### config.mk
export PLATFORM = sky130hd
export DESIGN_NAME = neuron_sequencer_flat
export DESIGN_NICKNAME = d
export VERILOG_FILES = /design/src/rtl/neuron_sequencer_if.sv /design/src/rtl/neuron_sequencer.sv /design/src/flat_wrapper.sv
export SDC_FILE = /design/constraint.sdc
export NUM_CORES = 1
export LEC_CHECK = 0
export ABC_AREA = 1
export CAP_MARGIN = 20
export CORE_ASPECT_RATIO = 0.7
export CORE_UTILIZATION = 40
export CTS_CLUSTER_DIAMETER = 200
export CTS_CLUSTER_SIZE = 10
export DETAILED_ROUTE_END_ITERATION = 12
export PLACE_DENSITY = 0.73
export SETUP_SLACK_MARGIN = 0.2
export SLEW_MARGIN = 20
export SYNTH_ARGS = -nofsm -noshare
export SYNTH_HDL_FRONTEND = slang
export SYNTH_SLANG_ARGS = --single-unit
### constraint.sdc
create_clock -name clk_i -period 3.1 [get_ports clk_i]
set_input_delay 0.775 -clock clk_i [delete_from_list [all_inputs] [get_ports clk_i]]
set_output_delay 0.775 -clock clk_i [all_outputs]
set_load 0.02 [all_outputs]
### src/rtl/neuron_sequencer_if.sv
// Scheduler, operand-RAM and NeuronCore signals of one neuron_sequencer instance.
// The slave modport is the sequencer's view; master is the environment's.
interface neuron_sequencer_if #(
    parameter int DWIDTH = 32,
    parameter int SIZE   = 12
);
    logic              req;
    logic              abort;
    logic [SIZE:0]     len;
    logic [SIZE-1:0]   base_a;
    logic [SIZE-1:0]   base_b;
    logic              busy;
    logic              done;
    logic [DWIDTH-1:0] result;
    logic [SIZE-1:0]   addr_a;
    logic [SIZE-1:0]   addr_b;
    logic [DWIDTH-1:0] rdata_a;
    logic [DWIDTH-1:0] rdata_b;
    logic              core_start;
    logic [DWIDTH-1:0] core_a;
    logic [DWIDTH-1:0] core_b;
    logic [DWIDTH-1:0] core_o;

    modport master (
        output req, abort, len, base_a, base_b, rdata_a, rdata_b, core_o,
        input  busy, done, result, addr_a, addr_b, core_start, core_a, core_b
    );

    modport slave (
        input  req, abort, len, base_a, base_b, rdata_a, rdata_b, core_o,
        output busy, done, result, addr_a, addr_b, core_start, core_a, core_b
    );
endinterface

### src/rtl/neuron_sequencer.sv
// Sequences one NeuronCore dot-product pass: fetch LEN operand pairs, hold each
// on the core for HOLD cycles, wait CORE_LAT cycles, then capture the result.
module neuron_sequencer #(
    parameter int DWIDTH   = 32,
    parameter int WORDS    = 4096,
    parameter int SIZE     = $clog2(WORDS),
    parameter int HOLD     = 10,
    parameter int CORE_LAT = 4
) (
    input  logic              clk_i,
    input  logic              rst_ni,
    neuron_sequencer_if.slave bus
);
    localparam int TMAX = (HOLD > CORE_LAT) ? HOLD : CORE_LAT;
    localparam int TW   = $clog2(TMAX + 1);

    typedef enum logic [2:0] {
        S_IDLE, S_FETCH, S_LOAD, S_HOLD, S_DRAIN, S_FIN
    } state_e;

    state_e            state_q, state_d;
    logic [SIZE:0]     len_q, len_d;
    logic [SIZE:0]     cnt_q, cnt_d;
    logic [TW-1:0]     tmr_q, tmr_d;
    logic [SIZE-1:0]   addr_a_q, addr_a_d, addr_b_q, addr_b_d;
    logic [DWIDTH-1:0] core_a_q, core_a_d, core_b_q, core_b_d;
    logic [DWIDTH-1:0] result_q, result_d;
    logic              start_q, start_d;
    logic              done_q, done_d;
    logic              busy_q, busy_d;

    always_comb begin
        state_d  = state_q;
        len_d    = len_q;
        cnt_d    = cnt_q;
        tmr_d    = tmr_q;
        addr_a_d = addr_a_q;
        addr_b_d = addr_b_q;
        core_a_d = core_a_q;
        core_b_d = core_b_q;
        result_d = result_q;
        start_d  = start_q;
        done_d   = 1'b0;

        unique case (state_q)
            S_IDLE: begin
                if (bus.req) begin
                    if (bus.len != '0) begin
                        len_d    = bus.len;
                        cnt_d    = '0;
                        addr_a_d = bus.base_a;
                        addr_b_d = bus.base_b;
                        state_d  = S_FETCH;
                    end else begin
                        // Empty pass: report a zero result without touching the core.
                        result_d = '0;
                        done_d   = 1'b1;
                        state_d  = S_FIN;
                    end
                end
            end
            S_FETCH: state_d = S_LOAD;
            S_LOAD: begin
                core_a_d = bus.rdata_a;
                core_b_d = bus.rdata_b;
                start_d  = 1'b1;
                tmr_d    = '0;
                state_d  = S_HOLD;
            end
            S_HOLD: begin
                if (tmr_q == TW'(HOLD - 1)) begin
                    tmr_d = '0;
                    if (cnt_q == len_q - (SIZE+1)'(1)) begin
                        state_d = S_DRAIN;
                    end else begin
                        cnt_d    = cnt_q + (SIZE+1)'(1);
                        addr_a_d = addr_a_q + SIZE'(1);
                        addr_b_d = addr_b_q + SIZE'(1);
                        state_d  = S_FETCH;
                    end
                end else begin
                    tmr_d = tmr_q + TW'(1);
                end
            end
            S_DRAIN: begin
                if (tmr_q == TW'(CORE_LAT - 1)) begin
                    result_d = bus.core_o;
                    done_d   = 1'b1;
                    state_d  = S_FIN;
                end else begin
                    tmr_d = tmr_q + TW'(1);
                end
            end
            S_FIN: begin
                start_d = 1'b0;
                state_d = S_IDLE;
            end
            default: state_d = S_IDLE;
        endcase

        // Abort drops the pass on the next edge and leaves RESULT alone.
        if (state_q != S_IDLE && bus.abort) begin
            state_d  = S_IDLE;
            start_d  = 1'b0;
            done_d   = 1'b0;
            result_d = result_q;
        end

        busy_d = (state_d != S_IDLE);
    end

    always_ff @(posedge clk_i) begin
        if (!rst_ni) begin
            state_q  <= S_IDLE;
            len_q    <= '0;
            cnt_q    <= '0;
            tmr_q    <= '0;
            addr_a_q <= '0;
            addr_b_q <= '0;
            core_a_q <= '0;
            core_b_q <= '0;
            result_q <= '0;
            start_q  <= 1'b0;
            done_q   <= 1'b0;
            busy_q   <= 1'b0;
        end else begin
            state_q  <= state_d;
            len_q    <= len_d;
            cnt_q    <= cnt_d;
            tmr_q    <= tmr_d;
            addr_a_q <= addr_a_d;
            addr_b_q <= addr_b_d;
            core_a_q <= core_a_d;
            core_b_q <= core_b_d;
            result_q <= result_d;
            start_q  <= start_d;
            done_q   <= done_d;
            busy_q   <= busy_d;
        end
    end

    assign bus.busy       = busy_q;
    assign bus.done       = done_q;
    assign bus.result     = result_q;
    assign bus.addr_a     = addr_a_q;
    assign bus.addr_b     = addr_b_q;
    assign bus.core_start = start_q;
    assign bus.core_a     = core_a_q;
    assign bus.core_b     = core_b_q;
endmodule

### src/flat_wrapper.sv
// flat-port wrapper written by rule: the top's interface ports become plain ports
module neuron_sequencer_flat 
#(
    parameter int DWIDTH   = 32,
    parameter int WORDS    = 4096,
    parameter int SIZE     = $clog2(WORDS),
    parameter int HOLD     = 10,
    parameter int CORE_LAT = 4
)
  (clk_i, rst_ni, bus_req, bus_abort, bus_len, bus_base_a, bus_base_b, bus_rdata_a, bus_rdata_b, bus_core_o, bus_busy, bus_done, bus_result, bus_addr_a, bus_addr_b, bus_core_start, bus_core_a, bus_core_b);
  neuron_sequencer_if #(.DWIDTH(DWIDTH), .SIZE(SIZE)) bus_i ();
  input  logic clk_i;
  input  logic rst_ni;
  input wire logic [$bits(bus_i.req)-1:0] bus_req;
  input wire logic [$bits(bus_i.abort)-1:0] bus_abort;
  input wire logic [$bits(bus_i.len)-1:0] bus_len;
  input wire logic [$bits(bus_i.base_a)-1:0] bus_base_a;
  input wire logic [$bits(bus_i.base_b)-1:0] bus_base_b;
  input wire logic [$bits(bus_i.rdata_a)-1:0] bus_rdata_a;
  input wire logic [$bits(bus_i.rdata_b)-1:0] bus_rdata_b;
  input wire logic [$bits(bus_i.core_o)-1:0] bus_core_o;
  output wire logic [$bits(bus_i.busy)-1:0] bus_busy;
  output wire logic [$bits(bus_i.done)-1:0] bus_done;
  output wire logic [$bits(bus_i.result)-1:0] bus_result;
  output wire logic [$bits(bus_i.addr_a)-1:0] bus_addr_a;
  output wire logic [$bits(bus_i.addr_b)-1:0] bus_addr_b;
  output wire logic [$bits(bus_i.core_start)-1:0] bus_core_start;
  output wire logic [$bits(bus_i.core_a)-1:0] bus_core_a;
  output wire logic [$bits(bus_i.core_b)-1:0] bus_core_b;
  assign bus_i.req = bus_req;
  assign bus_i.abort = bus_abort;
  assign bus_i.len = bus_len;
  assign bus_i.base_a = bus_base_a;
  assign bus_i.base_b = bus_base_b;
  assign bus_i.rdata_a = bus_rdata_a;
  assign bus_i.rdata_b = bus_rdata_b;
  assign bus_i.core_o = bus_core_o;
  assign bus_busy = bus_i.busy;
  assign bus_done = bus_i.done;
  assign bus_result = bus_i.result;
  assign bus_addr_a = bus_i.addr_a;
  assign bus_addr_b = bus_i.addr_b;
  assign bus_core_start = bus_i.core_start;
  assign bus_core_a = bus_i.core_a;
  assign bus_core_b = bus_i.core_b;
  neuron_sequencer #(.DWIDTH(DWIDTH), .WORDS(WORDS), .SIZE(SIZE), .HOLD(HOLD), .CORE_LAT(CORE_LAT)) u_core (.clk_i(clk_i), .rst_ni(rst_ni), .bus(bus_i));
endmodule
Word level (Yosys, flattened, before mapping)
Index checks and enable logic that the tools add are counted.

cells by class
  multiplexer cells = 34
  bitwise gates (word level) = 2
  reductions and logical operators = 14
  $add $sub $neg = 5
  equality and inequality tests = 15

operators by type and width
  kind                     number
  $mux W12                 8
  $mux W32                 3
  $pmux W32 S2             1
  $mux W13                 4
  $pmux W12 S2             2
  $pmux W13 S2             1
  $add A12 B1 Y12 const B  2
  $mux W3                  6
  $pmux W3 S5              1
  $add A13 B1 Y13 const B  1
  $eq A13 B13 Y1           1
  $reduce_bool A13 Y1      1
  $sub A13 B1 Y13 const B  1
  $pmux W4 S3              1
  $reduce_and A5 Y1        2
  $reduce_bool A3 Y1       3
  $mux W4                  2
  $ne A2 B2 Y1 const B     4
  $eq A3 B2 Y1 const B     2
  $eq A3 B3 Y1 const B     2
  $ne A2 B1 Y1 const B     3
  $reduce_bool A2 Y1       3
  $add A4 B1 Y4 const B    1
  $eq A4 B2 Y1 const B     1
  10 further kinds         14

word-level totals
  input bits = 137
  word-level logic and storage cells = 82
  flip-flop bits (word level) = 156

Depth between registers and ports, before layout
  depth in word-level cells = 7
  gate-level depth with buffers = 18
  gate-level depth less buffers = 17

Least setup slack after synthesis
No wires, ideal clock.

  kind = input to register
  start = input bus_len[5]
  end = register u_core.addr_a_q[6] (netlist: u_core.bus.addr_a[6])
  path buffers = 1
  slack = 1.082 ns
  setup time = 0.070 ns
  stages = 6
  arrival time = 1.947 ns
  path through = nor4_1 nand4_1 nand2_1 clkbuf_1 nand3_1 a21oi_1

on the way
  longest elaborated chain between the ends = 3

RTL lines
  item                         RTL line                 RTL
  from (decl)                  flat_wrapper.sv:16       input wire logic [$bits(bus_i.len)-1:0] bus_len;
  $reduce_bool A13 Y1          neuron_sequencer.sv:48   if (bus.len != '0) begin
  $ne A2 B1 Y1 (no line)       n/a
  $reduce_and A5 Y1 (no line)  n/a
  to (signal assigned)         neuron_sequencer.sv:131  addr_a_q <= addr_a_d;
  to (decl)                    neuron_sequencer.sv:25   logic [SIZE-1:0] addr_a_q, addr_a_d, addr_b_q, addr_b_d;

No other way between the ends.
A chain may end at the register's enable or synchronous reset.

Final worst setup path
  start = register u_core.len_q[0]
  end = register u_core.addr_b_q[2] (netlist: u_core.bus.addr_b[2])

on the way
  longest elaborated chain between the ends = 4

RTL lines
  item                         RTL line                 RTL
  from (decl)                  neuron_sequencer.sv:22   logic [SIZE:0] len_q, len_d;
  from (signal assigned)       neuron_sequencer.sv:128  len_q <= len_d;
  $sub A13 B1 Y13              neuron_sequencer.sv:73   if (cnt_q == len_q - (SIZE+1)'(1)) begin
  $eq A13 B13 Y1               neuron_sequencer.sv:73
  $ne A2 B2 Y1 (no line)       n/a
  $reduce_and A5 Y1 (no line)  n/a
  to (signal assigned)         neuron_sequencer.sv:132  addr_b_q <= addr_b_d;
  to (decl)                    neuron_sequencer.sv:25

No other way between the ends.

==> impl_metrics.toml <==
[routing]
wirelength_um = 21400
postRouteAntennaNets = 0
drtIter0Drc = 517
wl_met2_um = 10000
route.met3.wl_um = 1560
num_vias = 7369
routed.top_layer = "met4"
drtPass1Iterations = 5
drc = 0
via_per_inst = 4.92
drt-wirelength-per-cell_um = 14.3
met1_length_um = 9500

[yosys]
async_reset_ff_frac = 0
synth_area_per_cell_um2 = 6.98
synth_edf_count = 0
ys_top_cells_by_area = "dfxtp_1 (44%), nor2_1 (10%), nand2_1 (9.9%)"
syn-num-nets = 1164
yosys.area.top_type = "dfxtp_1"
ys.flop_type = "dfxtp_1"
seq_area_frac_synth = 0.439
ys_ff_latch = 156
synth_cell_type_count = 35
netlist.area_leader.share = 0.439
syn_inst = 1021
ys_warn_count = 0
netlist_area_um2 = 7120

[pwr]
power.density_nw_per_um2 = 490
p_sw_mw = 1.43
total_leakage_power_nw = 4.10
finalPower_mw = 5.14
sw_frac_of_total = 0.279
pwr-share-seq = 0.421
ir_worst_vdd_mv = 0.315
pwr-share-clk = 0.421
internal-power_mw = 3.71
p_comb_frac = 0.158

[cts]
cts_hold_buf = 0
cts_buffers = 17
cts_root_buffer = "clkbuf_16"
h-tree-depth = 4
clk_latency_ns = 0.44
clk_pin_slew_ns = 0.07
cts.sinks = 156
clockBufferDepth = 2
cts_tree = "done"
postCtsSetupBuffers = 0

[finish]
n_antenna_cell = 0
post-route-util = 0.607
instances_no_fill = 1499
layout-drive-gt1-share = 0.0560
syn_to_final_growth_pct = 47.1
final_area_um2 = 10500
final_common_cell = "clkdlybuf4s50_1"
final_cell_mix = "clkdlybuf4s50_1 (258), nor2_1 (197), nand2_1 (187), dfxtp_1 (156), o21ai_0 (91)"
nets = 1398

[sta]
hold_viol = 0
setup_slack_ns = 0.519
period_share = 0.833
tightest_slew_ns = 0.789
fmax_ghz = 0.387
holdWs_ns = 0.464
setup_tns_ns = 0
fin_crit_ns = 2.58
finClkSkew_ns = 0.0168
rsz0062_at_grt = "false"
slew_viol_final = 0
timing.slew.headroom = 0.473
finalSetupViolations = 0

[job]
drv_cap = 0

[critical_path]
crit_type = "register to register"
crit_slowest_cell = "nand2_4"
rr_startpoint = "u_core.len_q[0]$_SDFFE_PN0P_"
cpLargestDelayFamily = "simple AND/OR/NAND/NOR gates"
critical_path.endpoint_type = "register"
worst-path-buf-inv = 1
cp_common_cell = "nand2_1"
ff2ff_setup_slack_ns = 0.52
critical-path-max-stage-delay_ns = 0.34
required_ns = 3.47
crit_path_start_kind = "register"
arrival_ns = 2.95
rr_worst_depth = 16
path_max_fanout = 42
crit_path_start = "u_core.len_q[0]$_SDFFE_PN0P_"
worstReg2RegEnd = "u_core.bus.addr_b[2]$_SDFFE_PN0P_"
crit_chain = "inv_1 -> ha_1 -> nand2_1 -> nor2_1 -> nand2_1 -> nand2_1 -> nand2_1 -> nor2_1 -> nand2_1 -> nor2_2 -> nand3_2 -> nand2_4 -> nand2_8 -> nand2_1 -> nand2_1 -> nor2_1"

[floorplanning]
ios = 260
fp-row-count = 40
core_area_um2 = 17300
initial_core_util = 0.412
die-area_um2 = 18400
dieWidth_um = 161
fp.dieH_um = 114

[run_status]
status = "finished, final reports clean"

[place]
dp.cells = 1467
placed_cell_area_um2 = 9860
numPortBuffers = 259
place_hpwl_um = 14900
pre_cts_slack_ns = 0.234
place_congestion = 0.848

[grt]
overflow = 0
grt_pass1_wl_um = 35000
grt_max_degree = 56
grt.total_usage = 0.239
antenna_found_initial = 0
grt_pass1_vias = 7078

[min_path]
timing.hold.worst.class = "register to register"
hold_depth = 2
holdPathEnd = "u_core.bus.result[4]$_SDFFE_PN0P_"
min_from = "u_core.bus.result[4]$_SDFFE_PN0P_"
## cell families (layout without fill, tap and decap cells)
group	after synthesis	in the layout	share of synthesized area
adder cells (fa/ha/maj)	6	6	0.0105
multiplexers	7	7	0.00984
flip-flops	156	156	0.439
buffers and inverters	121	368	0.0692
XOR/XNOR	28	28	0.0344
AND/OR/NAND/NOR	524	524	0.309
AO/OA/AOI/OAI	179	179	0.129
## final cells by class
| class | instances | area, um^2 |
|---|---|---|
| Fill cell | 1583 | 6790 |
| Multi-Input combinational cell | 744 | 3530 |
| Clock buffer | 18 | 429 |
| Tap cell | 231 | 289 |
| Inverter | 65 | 244 |
| Timing Repair Buffer | 271 | 2690 |
| Sequential cell | 156 | 3120 |
| Clock inverter | 14 | 173 |
## sequential cells by signal (all words and copies together), names as in the netlist
name / cells
u_core.tmr_q: 4
u_core.bus.core_a: 32
u_core.len_q: 13
u_core.bus.core_b: 32
u_core.cnt_q: 13
u_core.state_q: 3
u_core.bus.result: 32
u_core.bus.busy: 1
u_core.bus.done: 1
u_core.bus.addr_a: 12
u_core.bus.addr_b: 12
u_core.bus.core_start: 1
## synthesized netlist by cell type, drive strengths merged (3+ instances only)
cell type,n
xnor2,9
ha,6
dfxtp,156
inv,63
a21oi,80
nand3,91
mux2i,7
nor4,4
nor3,16
xor2,19
or2,4
buf,14
nor2,206
clkbuf,42
o21ai,92
o31ai,3
nand4,8
nand2,192
## how the worst max path moves through the flow
stage | slack (ns) | endpoint | depth (start not counted)
3_3_place_gp | 0.29 | u_core.bus.result[23]$_SDFFE_PN0P_ | 8
2_1_floorplan | 1.08 | u_core.bus.addr_a[6]$_SDFFE_PN0P_ | 6
6_report | 0.52 | u_core.bus.addr_b[2]$_SDFFE_PN0P_ | 16
3_5_place_dp | 0.23 | u_core.bus.result[17]$_SDFFE_PN0P_ | 8
5_1_grt | 0.24 | u_core.bus.addr_b[5]$_SDFFE_PN0P_ | 15
4_1_cts | 0.42 | u_core.bus.addr_b[2]$_SDFFE_PN0P_ | 16
## per-layer routing
metal | vias up | GRT usage
met5 | - | 0
li1 | 3784 | -
met4 | 0 | 0.0742
met2 | 181 | 0.390
met3 | 21 | 0.0738
met1 | 3383 | 0.302
## tightest hold or removal path: cells and delay by family (launching register included)
kind             cells  cell delay [ns]
flip-flops           1             0.31
AND/OR/NAND/NOR      1             0.06
AO/OA/AOI/OAI        1             0.05
## power by group through the flow
stage	Combinational [mW]	Sequential (mW)	Clock, mW
5_1_grt	0.894	2.17	2.31
3_5_place_dp	0.811	2.20	0
2_1_floorplan	0.341	2.27	0
4_1_cts	0.815	2.16	2.20
3_3_place_gp	0.805	2.20	0
6_report	0.814	2.16	2.16
## what timing repair did
action,in CTS,in global routing
setup endpoints to repair,0,34
endpoints found under the hold margin,0,0
gates resized for setup,0,1
(Power assumes the default switching activity.)
